<file path="src/rtl/regfile_wb_arbiter_pkg.sv">
// rtl/regfile_wb_arbiter_pkg.sv - shared constants and helpers for the writeback arbiter
package regfile_wb_arbiter_pkg;

    localparam int WB_DW   = 16;
    localparam int WB_AW   = 4;
    localparam int WB_NSRC = 3;

    typedef logic [1:0] wb_sel_t;

    localparam wb_sel_t WB_SEL_SRC0 = 2'b00;
    localparam wb_sel_t WB_SEL_SRC1 = 2'b01;
    localparam wb_sel_t WB_SEL_SRC2 = 2'b10;

    // Modulo-3 increment; an out-of-range input folds back to source 0.
    function automatic wb_sel_t wrap3_inc(input wb_sel_t p);
        wrap3_inc = (p >= 2'd2) ? 2'd0 : p + 2'd1;
    endfunction

endpackage

</file>
<file path="src/rtl/regfile_wb_arbiter_rr_pick3.sv">
// rtl/regfile_wb_arbiter_rr_pick3.sv - combinational 3-way round-robin picker
module regfile_wb_arbiter_rr_pick3
    import regfile_wb_arbiter_pkg::*;
(
    input  logic [2:0] valid,
    input  logic [1:0] ptr,
    input  logic       en,
    output logic [2:0] gnt,
    output logic [1:0] gidx,
    output logic       any
);

    wb_sel_t idx;

    always_comb begin
        gnt  = 3'b000;
        gidx = 2'd0;
        any  = 1'b0;
        idx  = (ptr == 2'd3) ? 2'd0 : ptr;
        for (int k = 0; k < 3; k++) begin
            if (en && !any && valid[idx]) begin
                gnt[idx] = 1'b1;
                gidx     = idx;
                any      = 1'b1;
            end
            idx = wrap3_inc(idx);
        end
    end

endmodule

</file>
<file path="src/rtl/regfile_wb_arbiter.sv">
// rtl/regfile_wb_arbiter.sv - shares the register-file write port between three writeback sources
module regfile_wb_arbiter
    import regfile_wb_arbiter_pkg::*;
#(
    parameter int DW = WB_DW,
    parameter int AW = WB_AW
) (
    input  logic          clk,
    input  logic          reset,
    input  logic [2:0]    req,
    output logic [2:0]    ack,
    input  logic [AW-1:0] addr0,
    input  logic [AW-1:0] addr1,
    input  logic [AW-1:0] addr2,
    input  logic [DW-1:0] data0,
    input  logic [DW-1:0] data1,
    input  logic [DW-1:0] data2,
    input  logic          rf_stall,
    output logic [DW-1:0] arg1,
    output logic [DW-1:0] arg2,
    output logic [DW-1:0] arg3,
    output logic [1:0]    mux_sel,
    output logic          rf_wen,
    output logic [AW-1:0] rf_waddr,
    output logic          busy
);

    logic [2:0]    hold_valid_q, hold_valid_d;
    logic [AW-1:0] hold_addr_q [WB_NSRC];
    logic [AW-1:0] hold_addr_d [WB_NSRC];
    logic [DW-1:0] hold_data_q [WB_NSRC];
    logic [DW-1:0] hold_data_d [WB_NSRC];
    wb_sel_t       rr_ptr_q, rr_ptr_d;

    logic [AW-1:0] addr_in [WB_NSRC];
    logic [DW-1:0] data_in [WB_NSRC];
    logic [2:0]    drain;
    logic [1:0]    gidx;
    logic          any;
    logic [2:0]    conflict;
    logic [2:0]    ack_c;

    assign addr_in[0] = addr0;
    assign addr_in[1] = addr1;
    assign addr_in[2] = addr2;
    assign data_in[0] = data0;
    assign data_in[1] = data1;
    assign data_in[2] = data2;

    regfile_wb_arbiter_rr_pick3 u_pick (
        .valid (hold_valid_q),
        .ptr   (rr_ptr_q),
        .en    (~rf_stall),
        .gnt   (drain),
        .gidx  (gidx),
        .any   (any)
    );

    // A request may not overtake a still-pending write to the same register,
    // nor a lower-index request to the same register accepted in the same cycle.
    always_comb begin
        conflict = 3'b000;
        ack_c    = 3'b000;
        for (int i = 0; i < WB_NSRC; i++) begin
            for (int j = 0; j < WB_NSRC; j++) begin
                if (j != i && hold_valid_q[j] && !drain[j] && hold_addr_q[j] == addr_in[i])
                    conflict[i] = 1'b1;
            end
            ack_c[i] = req[i] && (!hold_valid_q[i] || drain[i]) && !conflict[i] && !reset;
            for (int j = 0; j < i; j++) begin
                if (ack_c[j] && addr_in[j] == addr_in[i])
                    ack_c[i] = 1'b0;
            end
        end
    end

    assign ack = ack_c;

    always_comb begin
        hold_valid_d = (hold_valid_q & ~drain) | ack_c;
        for (int i = 0; i < WB_NSRC; i++) begin
            hold_addr_d[i] = ack_c[i] ? addr_in[i] : hold_addr_q[i];
            hold_data_d[i] = ack_c[i] ? data_in[i] : hold_data_q[i];
        end
        rr_ptr_d = any ? wrap3_inc(gidx) : rr_ptr_q;
    end

    always_ff @(posedge clk or posedge reset) begin
        if (reset) begin
            hold_valid_q <= 3'b000;
            rr_ptr_q     <= 2'd0;
            for (int i = 0; i < WB_NSRC; i++) begin
                hold_addr_q[i] <= '0;
                hold_data_q[i] <= '0;
            end
        end else begin
            hold_valid_q <= hold_valid_d;
            rr_ptr_q     <= rr_ptr_d;
            for (int i = 0; i < WB_NSRC; i++) begin
                hold_addr_q[i] <= hold_addr_d[i];
                hold_data_q[i] <= hold_data_d[i];
            end
        end
    end

    always_comb begin
        rf_wen   = any;
        mux_sel  = WB_SEL_SRC0;
        rf_waddr = '0;
        if (any) begin
            case (gidx)
                2'd1:    begin mux_sel = WB_SEL_SRC1; rf_waddr = hold_addr_q[1]; end
                2'd2:    begin mux_sel = WB_SEL_SRC2; rf_waddr = hold_addr_q[2]; end
                default: begin mux_sel = WB_SEL_SRC0; rf_waddr = hold_addr_q[0]; end
            endcase
        end
    end

    assign arg1 = hold_data_q[0];
    assign arg2 = hold_data_q[1];
    assign arg3 = hold_data_q[2];
    assign busy = |hold_valid_q;

endmodule

</file>
<file path="config.mk">
export PLATFORM = sky130hd
export DESIGN_NAME = regfile_wb_arbiter
export DESIGN_NICKNAME = d
export VERILOG_FILES = /design/src/rtl/regfile_wb_arbiter_pkg.sv /design/src/rtl/regfile_wb_arbiter_rr_pick3.sv /design/src/rtl/regfile_wb_arbiter.sv
export SDC_FILE = /design/constraint.sdc
export NUM_CORES = 1
export LEC_CHECK = 0
export CORE_MARGIN = 2
export CORE_UTILIZATION = 49
export CTS_CLUSTER_SIZE = 16
export DETAILED_ROUTE_END_ITERATION = 10
export PLACE_DENSITY = 0.86
export SYNTH_ARGS = -nofsm -noshare
export SYNTH_HDL_FRONTEND = slang
export SYNTH_SLANG_ARGS = --single-unit
</file>
<file path="constraint.sdc">
create_clock -name clk -period 9.5 [get_ports clk]
set_input_delay 0.95 -clock clk [delete_from_list [all_inputs] [get_ports clk]]
set_output_delay 0.95 -clock clk [all_outputs]
set_load 0.05 [all_outputs]
</file>
Word level (Yosys, flattened, before mapping)
Cells that the tools add are included.
Word-level totals
  flip-flop bits (word level): 65
  input bits: 66
  output and inout bits: 59
  word-level logic and storage cells: 121
Operators by class
  add/sub/neg operators: 3
  magnitude comparators: 9
  equality and inequality tests: 12
  mux-type cells: 38
  bitwise operators: 6
  reductions and logical operators: 45
Operators by type and width (number)
  $eq 4x4->1: 9
  $logic_and 1x1->1: 29
  $mux 1: 18
  $mux 2: 8
  $logic_not 1->1: 12
  $lt 2x3->1 const B: 3
  $mux 3: 3
  $or 3x3->3: 3
  $pmux 4 s2: 1
  $add 2x1->2 const B: 3
  $bmux 1 s2: 3
  $demux 1 s2: 3
  $ge 2x1->1 const B: 3
  $ge 2x2->1 const B: 3
  $eq 2x2->1 const B: 2
  $mux 4: 1
  $pmux 2 s2: 1
  $and 3x3->3: 1
  $logic_or 1x1->1: 3
  $not 3->3: 1
  $reduce_or 3->1: 1
  $eq 2x1->1 const B: 1
  $not 1->1: 1

Logic depth before layout (Yosys ltp)
Gate-level depths: netlist of the first run.
  depth after elaboration: 27
  depth in mapped cells: 12
  depth with buffers taken out: 10

By module
From an unflattened synthesis of the first run, not the netlist that was laid out.
Second synthesis, totals
  cells, all modules: 283
  area, all modules: 3545.9 µm²
By module, submodules not included
  regfile_wb_arbiter: instances 1, cells an instance 238, area each 3215.6 µm², sequential area each 1626.6 µm²
  regfile_wb_arbiter_rr_pick3: instances 1, cells an instance 45, area each 330.3 µm², sequential area each 0.0 µm²

Worst setup path after synthesis of the first run
Ideal clock, no wire load.
  kind: input-to-output
  from: input reset
  to: output ack[2]
  arrival time: 3528 ps
  required time: 8550 ps
  setup slack: 5022 ps
  cell stages on the path: 6
  path buffers: 1
  path through: inv_1 nand2_1 or4_4 o211ai_2 inv_2 buf_6
Between the ends
  word-level cells in the longest chain between the ends: 6
  elaborated cells on any way between the ends: 10
  those cells by class: mux (3); reduce/logical (7)
RTL lines
  start: declaration: line regfile_wb_arbiter.sv:9  | input logic reset,
  $logic_not 1->1 (no line) *
  $logic_and 1x1->1: line regfile_wb_arbiter.sv:69  | ack_c[i] = req[i] && (!hold_valid_q[i] || drain[i]) && !conflict[i] && !reset;
  $logic_and 1x1->1: line regfile_wb_arbiter.sv:71  | if (ack_c[j] && addr_in[j] == addr_in[i])
  $mux 1: line regfile_wb_arbiter.sv:71
  $logic_and 1x1->1: line regfile_wb_arbiter.sv:71
  $mux 1 *: line regfile_wb_arbiter.sv:71
  end: declaration: line regfile_wb_arbiter.sv:11  | output logic [2:0] ack,
Mark *: on every way between the ends. The rest lies on a longest branch, timed or not.

Worst setup path after layout of the first run
Ends and elaborated chain as after synthesis.

==> results.sh, run 1 <==
export IMPL_min_period_over_period_pct=56.2
export IMPL_hp_class="reg -> reg"
export IMPL_netlist_area_um2=3590
export IMPL_whs_ps=506
export IMPL_slew_viol_final=0
export IMPL_postLayoutCoreUtil_pct=70.2
export IMPL_ys_ff_latch=65
export IMPL_period_needed_ps=5340
export IMPL_grt_pass1_vias=2758
export IMPL_slowest_delay_ps=920
export IMPL_worst_slack_ps=4160
export IMPL_timing_fmax_mhz=187
export IMPL_cts_setup_buffers=0
export IMPL_tightestPinTransition_ps=824
export IMPL_finalSetupTns_ps=0
export IMPL_grt_max_degree=67
export IMPL_syn_nets=371
export IMPL_cap_violations=0
export IMPL_status="complete, no violations"
export IMPL_h_tree_depth=3
export IMPL_cellLeakagePower_nw=2.04
export IMPL_die_w_um=89.6
export IMPL_hpwl_um=6350
export IMPL_row_count=31
export IMPL_start_kind="input port"
export IMPL_crit_required_ps=8550
export IMPL_synth_edf_count=0
export IMPL_finalNetCount=486
export IMPL_fin_skew_ps=10.3
export IMPL_vias=2736
export IMPL_gp_congestion=0.878
export IMPL_ys_types=53
export IMPL_viasPerCell=5.30
export IMPL_hold_viol=0
export IMPL_clkLatencyLatePin_ps=350
export IMPL_root_buffer="clkbuf_8"
export IMPL_grt_pass1_wl_um=13200
export IMPL_ios=125
export IMPL_critPathKind="in -> out"
export IMPL_cts_resized=0
export IMPL_met2_usage_pct=34.2
export IMPL_timing_slew_headroom_pct=45.1
export IMPL_synth_warnings=0
export IMPL_synthCells=297
export IMPL_antenna_left=0
export IMPL_synth_yosys_seq_area_share_pct=45.3
export IMPL_synth_main_ff_cell="dfrtp_1"
export IMPL_cts_tree="done"
export IMPL_setup_viol_count_final=0
export IMPL_start_util_pct=50.0
export IMPL_cts_max_path_buffers=2
export IMPL_wl_per_cell_um=16.8
export IMPL_powerDensity_nw_per_um2=406
export IMPL_endpoint_kind="output pin"
export IMPL_dp_slack_ps=4080
export IMPL_track_usage_pct=21.8
export IMPL_ir_worst_vdd_mv=0.290
export IMPL_n_antenna_cell=0
export IMPL_grtUsageMet1_pct=27.0
export IMPL_drt_wl_total_um=8650
export IMPL_cp_max_fo=66
export IMPL_async_flop_share_pct=100
export IMPL_ff2ff_setup_slack_ps=5990
export IMPL_rsz0062_at_grt="false"
export IMPL_drtIter0Drc=142
export IMPL_cpMaxStageDelayCell="clkdlybuf4s50_1"
export IMPL_postSynthAreaPerCell_um2=12.1
export IMPL_drive_gt1_share_pct=21.1
export IMPL_grt_util_met3_pct=8.04
export IMPL_cts_buffers=9
export IMPL_crit_arrival_ps=4390
export IMPL_core_area_um2=7180
export IMPL_path_clk_slew_ps=70
export IMPL_cts_sinks=65
export IMPL_grt_busiest_layer="met2"
export IMPL_grt_ovfl_total=0
export IMPL_cp_cell_sequence="clkdlybuf4s50_1 -> inv_2 -> buf_4 -> nand2_1 -> nor2_1 -> o21ai_0 -> o211ai_1 -> o211ai_2 -> inv_2 -> clkdlybuf4s50_1"
export IMPL_io_buffers=124
export IMPL_antenna_found_initial=0
export IMPL_drt_pass1_iterations=5
export IMPL_cts_hold_buf=0
export IMPL_die_h_um=89.6
export IMPL_synthToLayoutAreaGrowth_pct=40.4
export IMPL_drcViolationCount=0
export IMPL_die_area_um2=8020
[layer usage]
layer,up-vias,routed length (um),share of wire (%)
met4,0,209,2.4
met3,21,710,8.2
met1,1324,3510,41
met5,-,0,0
li1,1267,-,-
met2,124,4220,49
[stage by stage]
stage	total power, mW	area, um2	instances
5_1_grt	2.14	5040	516
3_3_place_gp	1.81	4860	500
4_1_cts	2.05	5040	516
3_5_place_dp	1.83	4860	500
6_report	2.05	5040	516
2_1_floorplan	1.45	3590	297
[path summary, 6_finish.rpt]
| check | startpoint | end | cells after the start |
|---|---|---|---|
| max in group asynchronous | reset | hold_addr_q[5] | 3 |
| worst min register to register | arg1[15] | arg1[15] | 1 |
| worst min-delay path | arg1[15] | arg1[15] | 1 |
| min in group asynchronous | reset | rr_ptr_q[1] | 3 |
| worst max register to register | rr_ptr_q[0] | arg2[9] | 9 |
| worst max-delay path | reset | ack[2] | 10 |
[cell type report]
type                    count  area [um2]
fillers                   480        2140
multi-input cells         197        1800
flip-flops and latches     65        1630
repair buffers            126        1260
clock buffers              11         141
well taps                  99         124
inverters                  13        48.8
clock inverters             5        37.5
[cell usage in the layout (no fill, tap or decap), types with 3 or more instances in the layout]
master,instances
a211oi_1,5
a22oi_1,4
clkbuf_8,10
clkdlybuf4s50_1,124
dfrtp_1,65
ha_1,8
inv_1,11
mux2_2,42
mux2_4,19
nand2_1,9
nand3b_1,3
nand4_1,6
nor2_1,6
nor2b_1,7
o211ai_1,3
o21ai_0,7
xnor2_1,28
xor2_1,8
[cells by family after synthesis]
logic type | Yosys count | synth area share (%)
simple gates | 51 | 8.33
xor+xnor | 36 | 8.79
mux | 63 | 21.7
fa+ha+maj | 8 | 2.79
compound gates | 39 | 8.54
buf+inv | 35 | 4.53
flops | 65 | 45.3
[where the power goes]
part           total [mW]  switching [mW]  internal [mW]
clock               0.215           0.111          0.103
sequential          0.541           0.121          0.420
combinational        1.29           0.768          0.523
[critical path: cells and delay by family]
kind | cells | cell delay [ps]
compound gates | 3 | 500
buf+inv | 5 | 2500
simple gates | 2 | 420
[registers in the layout, summed over array words and instances, names as in the netlist]
| register | cells |
|---|---|
| arg3 | 16 |
| hold_valid_q | 3 |
| arg2 | 16 |
| rr_ptr_q | 2 |
| hold_addr_q | 12 |
| arg1 | 16 |
[synthesized netlist by cell type (2+ instances only)]
cell       count  share of area, %
dfrtp_1       65                45
mux2_2        42                13
xnor2_1       28               6.8
mux2_4        19               7.9
inv_1         12               1.3
clkbuf_1       9              0.94
nand2_1        9              0.94
ha_1           8               2.8
xor2_1         8               2.0
nor2b_1        7               1.2
o21ai_0        7              0.98
buf_2          6              0.84
nand4_1        6               1.0
nor2_1         6              0.63
a211oi_1       5               1.0
a22oi_1        4              0.84
buf_1          3              0.31
buf_6          3              0.94
nand3b_1       3              0.63
o211ai_1       3              0.63
a21oi_1        2              0.28
a31oi_1        2              0.35
and2_1         2              0.35
mux2i_1        2              0.56
nand2b_1       2              0.35
nor3_1         2              0.28
o2111ai_1      2              0.49
o22ai_1        2              0.35
or2b_1         2              0.42
or3_1          2              0.35
or4_1          2              0.42
Note: power is estimated with default switching activity, not from simulation.
==> inputs of run 2 (changes only) <==
- CORE_UTILIZATION: 49 -> 41
- PLACE_DENSITY: 0.86 -> 0.77
- clock period: 9.5 -> 4.88 ns (I/O delays scaled with it)
==> run 2 against run 1 <==
Combinational power increased by 95%; non-clock buffer count increased by 2; sequential share of layout area decreased by 0.61 points; critical path type is now reg -> out; final cell count increased by 2.1%; via count decreased by 0.80%; first-iteration DRC count decreased by 36%; global-route usage decreased by 2.4 points; register-to-register slack got worse by 4500 ps; core utilization decreased by 10 points; clock power increased to 2.7 times the previous value.
==> results.sh, run 2 (synthesis results as in run 1) <==
export IMPL_setup_viol_count_final=0
export IMPL_slew_viol_final=0
export IMPL_timing_slew_headroom_pct=44.6
export IMPL_status="complete, no violations"
export IMPL_cts_setup_buffers=0
export IMPL_die_area_um2=9520
export IMPL_cap_violations=0
export IMPL_layout_commonest_cell="clkdlybuf4s50_1"
export IMPL_vias=2714
export IMPL_path_clk_slew_ps=80
export IMPL_grt_max_degree=66
export IMPL_hpwl_um=6660
export IMPL_n_antenna_cell=0
export IMPL_viasPerCell=5.15
export IMPL_critPathKind="reg -> out"
export IMPL_finalNetCount=488
export IMPL_min_delay_path_depth=1
export IMPL_powerDensity_nw_per_um2=807
export IMPL_cts_tree="done"
export IMPL_fin_skew_ps=6.84
export IMPL_core_area_um2=8590
export IMPL_rsz0062_at_grt="false"
export IMPL_antenna_left=0
export IMPL_row_count=34
export IMPL_met2_usage_pct=31.0
export IMPL_wl_per_cell_um=16.9
export IMPL_tightestPinTransition_ps=831
export IMPL_ir_worst_vdd_mv=0.490
export IMPL_cts_resized=0
export IMPL_io_buffers=124
export IMPL_mostFrequentLayoutCells="clkdlybuf4s50_1, dfrtp_1, mux2_2"
export IMPL_hold_viol=0
export IMPL_ios=125
export IMPL_crit_required_ps=4390
export IMPL_grt_util_met3_pct=7.05
export IMPL_cts_max_path_buffers=2
export IMPL_crit_arrival_ps=3790
export IMPL_period_needed_ps=4280
export IMPL_finalSetupTns_ps=0
export IMPL_synthToLayoutAreaGrowth_pct=43.1
export IMPL_start_kind="flop"
export IMPL_drtIter0Drc=91
export IMPL_grt_pass1_wl_um=14800
export IMPL_start_util_pct=41.8
export IMPL_cellLeakagePower_nw=2.09
export IMPL_whs_ps=509
export IMPL_antenna_found_initial=0
export IMPL_h_tree_depth=3
export IMPL_grt_pass1_vias=2946
export IMPL_die_h_um=97.6
export IMPL_die_w_um=97.6
export IMPL_grtUsageMet1_pct=23.9
export IMPL_cp_max_fo=11
export IMPL_cts_hold_buf=0
export IMPL_timing_fmax_mhz=234
export IMPL_drcViolationCount=0
export IMPL_drive_gt1_share_pct=21.7
export IMPL_gp_congestion=0.896
export IMPL_cts_buffers=9
export IMPL_grt_ovfl_total=0
export IMPL_hp_class="reg -> reg"
export IMPL_drt_wl_total_um=8880
export IMPL_r2r_cells=11
export IMPL_min_period_over_period_pct=87.7
export IMPL_drt_pass1_iterations=4
export IMPL_cts_sinks=65
export IMPL_track_usage_pct=19.4
export IMPL_root_buffer="clkbuf_8"
export IMPL_grt_busiest_layer="met2"
export IMPL_endpoint_kind="output pin"
export IMPL_clkLatencyLatePin_ps=350
run 2: changes by cell type in the layout (fill, tap and decap cells not counted), sizes merged:
| cell | delta |
|---|---|
| buf | +2 |
| bufinv | +3 |
| clkbuf | -2 |
| clkinvlp | -1 |
run 2: where the power goes:
group | total (mW) | internal (mW) | switching, mW
clock network | 0.580 | 0.345 | 0.235
logic | 2.52 | 1.02 | 1.50
registers | 1.05 | 0.816 | 0.233
run 2: final cells by class:
| type | instances | area [um2] |
|---|---|---|
| flip-flops and latches | 65 | 1630 |
| inverters | 13 | 48.8 |
| clock buffers | 9 | 124 |
| multi-input cells | 197 | 1800 |
| repair buffers | 128 | 1270 |
| clock inverters | 7 | 126 |
| well taps | 108 | 135 |
| fillers | 714 | 3460 |
run 2: worst max-delay path: stages (launching register included):
cell             delay [ps]
dfrtp_1                 380
inv_1                    80
ha_1                    490
mux2i_1                 320
o21a_1                  170
o22ai_1                 110
o32ai_1                 560
o211ai_1                290
o211ai_2                260
inv_2                    60
clkdlybuf4s50_1         710
run 2: per-stage QoR:
stage | util [%] | setup slack [ps] | power [mW] | std cells | area [um2]
final | 59.8 | 602 | 4.15 | 527 | 5140
after global routing | 59.8 | 328 | 4.36 | 527 | 5140
after CTS | 59.8 | 610 | 4.18 | 527 | 5140
after detailed placement | 56.9 | 1010 | 3.58 | 511 | 4890
after global placement | 56.9 | 1130 | 3.54 | 511 | 4890
after floorplan | - | 1210 | 2.82 | 297 | 3590
run 2: per-layer routing:
layer	routed length (um)	part of all wire, %	vias up
met5	0	0	-
met4	158	1.8	0
met3	781	8.8	18
met2	4240	48	102
met1	3710	42	1319
li1	-	-	1275
run 2: final timing paths:
check | startpoint | to | slack, ps
setup / recovery | rr_ptr_q[0] | ack[2] | 600
hold / removal | arg1[15] | arg1[15] | 510
setup reg to reg | rr_ptr_q[0] | arg3[11] | 1460
hold reg to reg | arg1[15] | arg1[15] | 510
max in group asynchronous | reset | rr_ptr_q[1] | 3570
min in group asynchronous | reset | hold_valid_q[1] | 750
==> inputs of run 3 (changes only) <==
--- a/config.mk
+++ b/config.mk
@@ -9,2 +9,3 @@
 export CORE_UTILIZATION = 41
+export CTS_CLUSTER_DIAMETER = 100
 export CTS_CLUSTER_SIZE = 16
==> constraint.sdc (replaced) <==
create_clock -name clk -period 4.88 [get_ports clk]
set_input_delay 0.732 -clock clk [delete_from_list [all_inputs] [get_ports clk]]
set_output_delay 0.732 -clock clk [all_outputs]
set_load 0.05 [all_outputs]
==> run 3 against run 2 <==
Global-route usage is 0.36 points lower; clock power shrank 9.1%; fmax fell by 5.3%; first-iteration DRC count rose by 22%; sequential share of layout area rose by 0.16 points; via count shrank 0.88%; core utilization decreased by 0.31 points; critical path type unchanged; sequential power about the same.
==> results.sh, run 3 (synthesis results as in run 1) <==
export IMPL_cts_buffers=9
export IMPL_status="complete, no violations"
export IMPL_die_area_um2=9520
export IMPL_cp_max_fo=11
export IMPL_drive_gt1_share_pct=22.0
export IMPL_drt_pass1_iterations=4
export IMPL_start_util_pct=41.8
export IMPL_top_layer_used="met4"
export IMPL_n_antenna_cell=0
export IMPL_hp_class="reg -> reg"
export IMPL_drtIter0Drc=111
export IMPL_endpoint_kind="output pin"
export IMPL_finalPower_mw=4.10
export IMPL_met1Wirelength_um=3810
export IMPL_die_h_um=97.6
export IMPL_cts_tree="done"
export IMPL_cts_max_path_buffers=2
export IMPL_synthToLayoutAreaGrowth_pct=42.4
export IMPL_hpwl_um=6640
export IMPL_critPathKind="reg -> out"
export IMPL_min_period_over_period_pct=92.6
export IMPL_cellLeakagePower_nw=2.08
export IMPL_cp_endpoint="ack[2]"
export IMPL_wl_met3_um=710
export IMPL_gp_congestion=0.936
export IMPL_dp_slack_ps=642
export IMPL_timing_fmax_mhz=221
export IMPL_path_clk_slew_ps=80
export IMPL_crit_buf_inv=3
export IMPL_tightestPinTransition_ps=843
export IMPL_cts_sinks=65
export IMPL_cts_hold_buf=0
export IMPL_io_buffers=124
export IMPL_slowest_delay_ps=720
export IMPL_ir_worst_vdd_mv=0.468
export IMPL_grt_pass1_wl_um=14500
export IMPL_cts_resized=0
export IMPL_wl_met2_um=4260
export IMPL_antenna_left=0
export IMPL_fin_skew_ps=10.4
export IMPL_cap_violations=0
export IMPL_slew_viol_final=0
export IMPL_layout_commonest_cell="clkdlybuf4s50_1"
export IMPL_die_w_um=97.6
export IMPL_antenna_found_initial=0
export IMPL_grt_max_degree=66
export IMPL_finalSetupTns_ps=0
export IMPL_worst_slack_ps=363
export IMPL_cpMaxStageDelayCell="clkdlybuf4s50_1"
export IMPL_finalNetCount=488
export IMPL_start_kind="flop"
export IMPL_fillCellCount=710
export IMPL_mostFrequentLayoutCells="clkdlybuf4s50_1, dfrtp_1, mux2_2"
export IMPL_clkLatencyLatePin_ps=350
export IMPL_crit_arrival_ps=3790
export IMPL_drcViolationCount=0
export IMPL_root_buffer="clkbuf_8"
export IMPL_timing_slew_headroom_pct=43.8
export IMPL_cts_setup_buffers=0
export IMPL_viasPerCell=5.10
export IMPL_crit_required_ps=4150
export IMPL_grt_ovfl_total=0
export IMPL_powerDensity_nw_per_um2=802
export IMPL_h_tree_depth=3
export IMPL_setup_viol_count_final=0
export IMPL_worst_path_stages=10
export IMPL_ios=125
export IMPL_r2r_start="rr_ptr_q[0]"
export IMPL_hold_viol=0
export IMPL_critPathTopFamily="compound AO/OA/AOI/OAI gates"
export IMPL_period_needed_ps=4520
export IMPL_drt_wl_total_um=8910
export IMPL_rsz0062_at_grt="false"
export IMPL_row_count=34
export IMPL_vias=2690
export IMPL_grt_pass1_vias=2911
export IMPL_ff2ff_setup_slack_ps=1460
export IMPL_min_delay_path_depth=1
export IMPL_cp_cell_sequence="inv_1 -> ha_1 -> mux2i_1 -> o21a_1 -> o22ai_1 -> o32ai_1 -> o211ai_1 -> o211ai_2 -> inv_2 -> clkdlybuf4s50_1"
export IMPL_r2r_cells=11
export IMPL_track_usage_pct=19.1
export IMPL_wl_per_cell_um=16.9
export IMPL_core_area_um2=8590
export IMPL_reg2reg_to="hold_addr_q[3]"
export IMPL_cp_startpoint="rr_ptr_q[0]"
## run 3: cell types whose count changed in the layout (fill, tap and decap cells not counted)
cell	change
clkinvlp_4	-1
clkdlybuf4s50_1	-1
buf_4	+1
clkinv_4	+1
bufinv_16	-1
clkinv_2	+1
## run 3: how the worst min path moves through the flow
stage	start	to	slack, ps
floorplan	hold_addr_q[4]	hold_addr_q[4]	570
global placement	arg1[15]	arg1[15]	490
detailed placement	arg3[11]	arg3[11]	490
CTS	arg2[8]	arg2[8]	510
finish	arg2[8]	arg2[8]	510
global route	arg1[4]	arg1[4]	530
## run 3: layout make-up
class | instances | area, um2 | share of cell area, %
clock buffer | 9 | 124 | 2.42
clock inverter | 7 | 103 | 2.01
tap | 108 | 135 | 2.64
inverter | 13 | 48.8 | 0.955
sequential | 65 | 1630 | 31.8
multi-input combinational | 197 | 1800 | 35.3
timing repair buffer | 128 | 1270 | 24.8
## run 3: power breakdown
group	switching, mW	internal [mW]
logic	1.50	1.02
clock network	0.234	0.294
registers	0.237	0.816
## run 3: worst register-to-register path: cells and delay by family, from the launching register on
kind	cells	cell delay (ps)
muxes	2	680
AOI/OAI and AO/OA	5	1340
adders and majority gates	1	500
DFF	1	380
buffers and inverters	3	410
## run 3: per-stage QoR
stage / utilization (%) / cell area [um2] / hold WS [ps] / cells
after detailed placement: 56.8 / 4880 / 493 / 511
after global routing: 59.5 / 5110 / 531 / 527
after floorplan: - / 3590 / 565 / 297
after CTS: 59.5 / 5110 / 513 / 527
after global placement: 56.8 / 4880 / 488 / 511
final: 59.5 / 5110 / 511 / 527
## run 3: per-layer routing
metal,vias to the layer above,track usage [%]
li1,1274,-
met1,1296,24.4
met3,13,6.91
met5,-,0
met4,0,5.88
met2,107,30.2
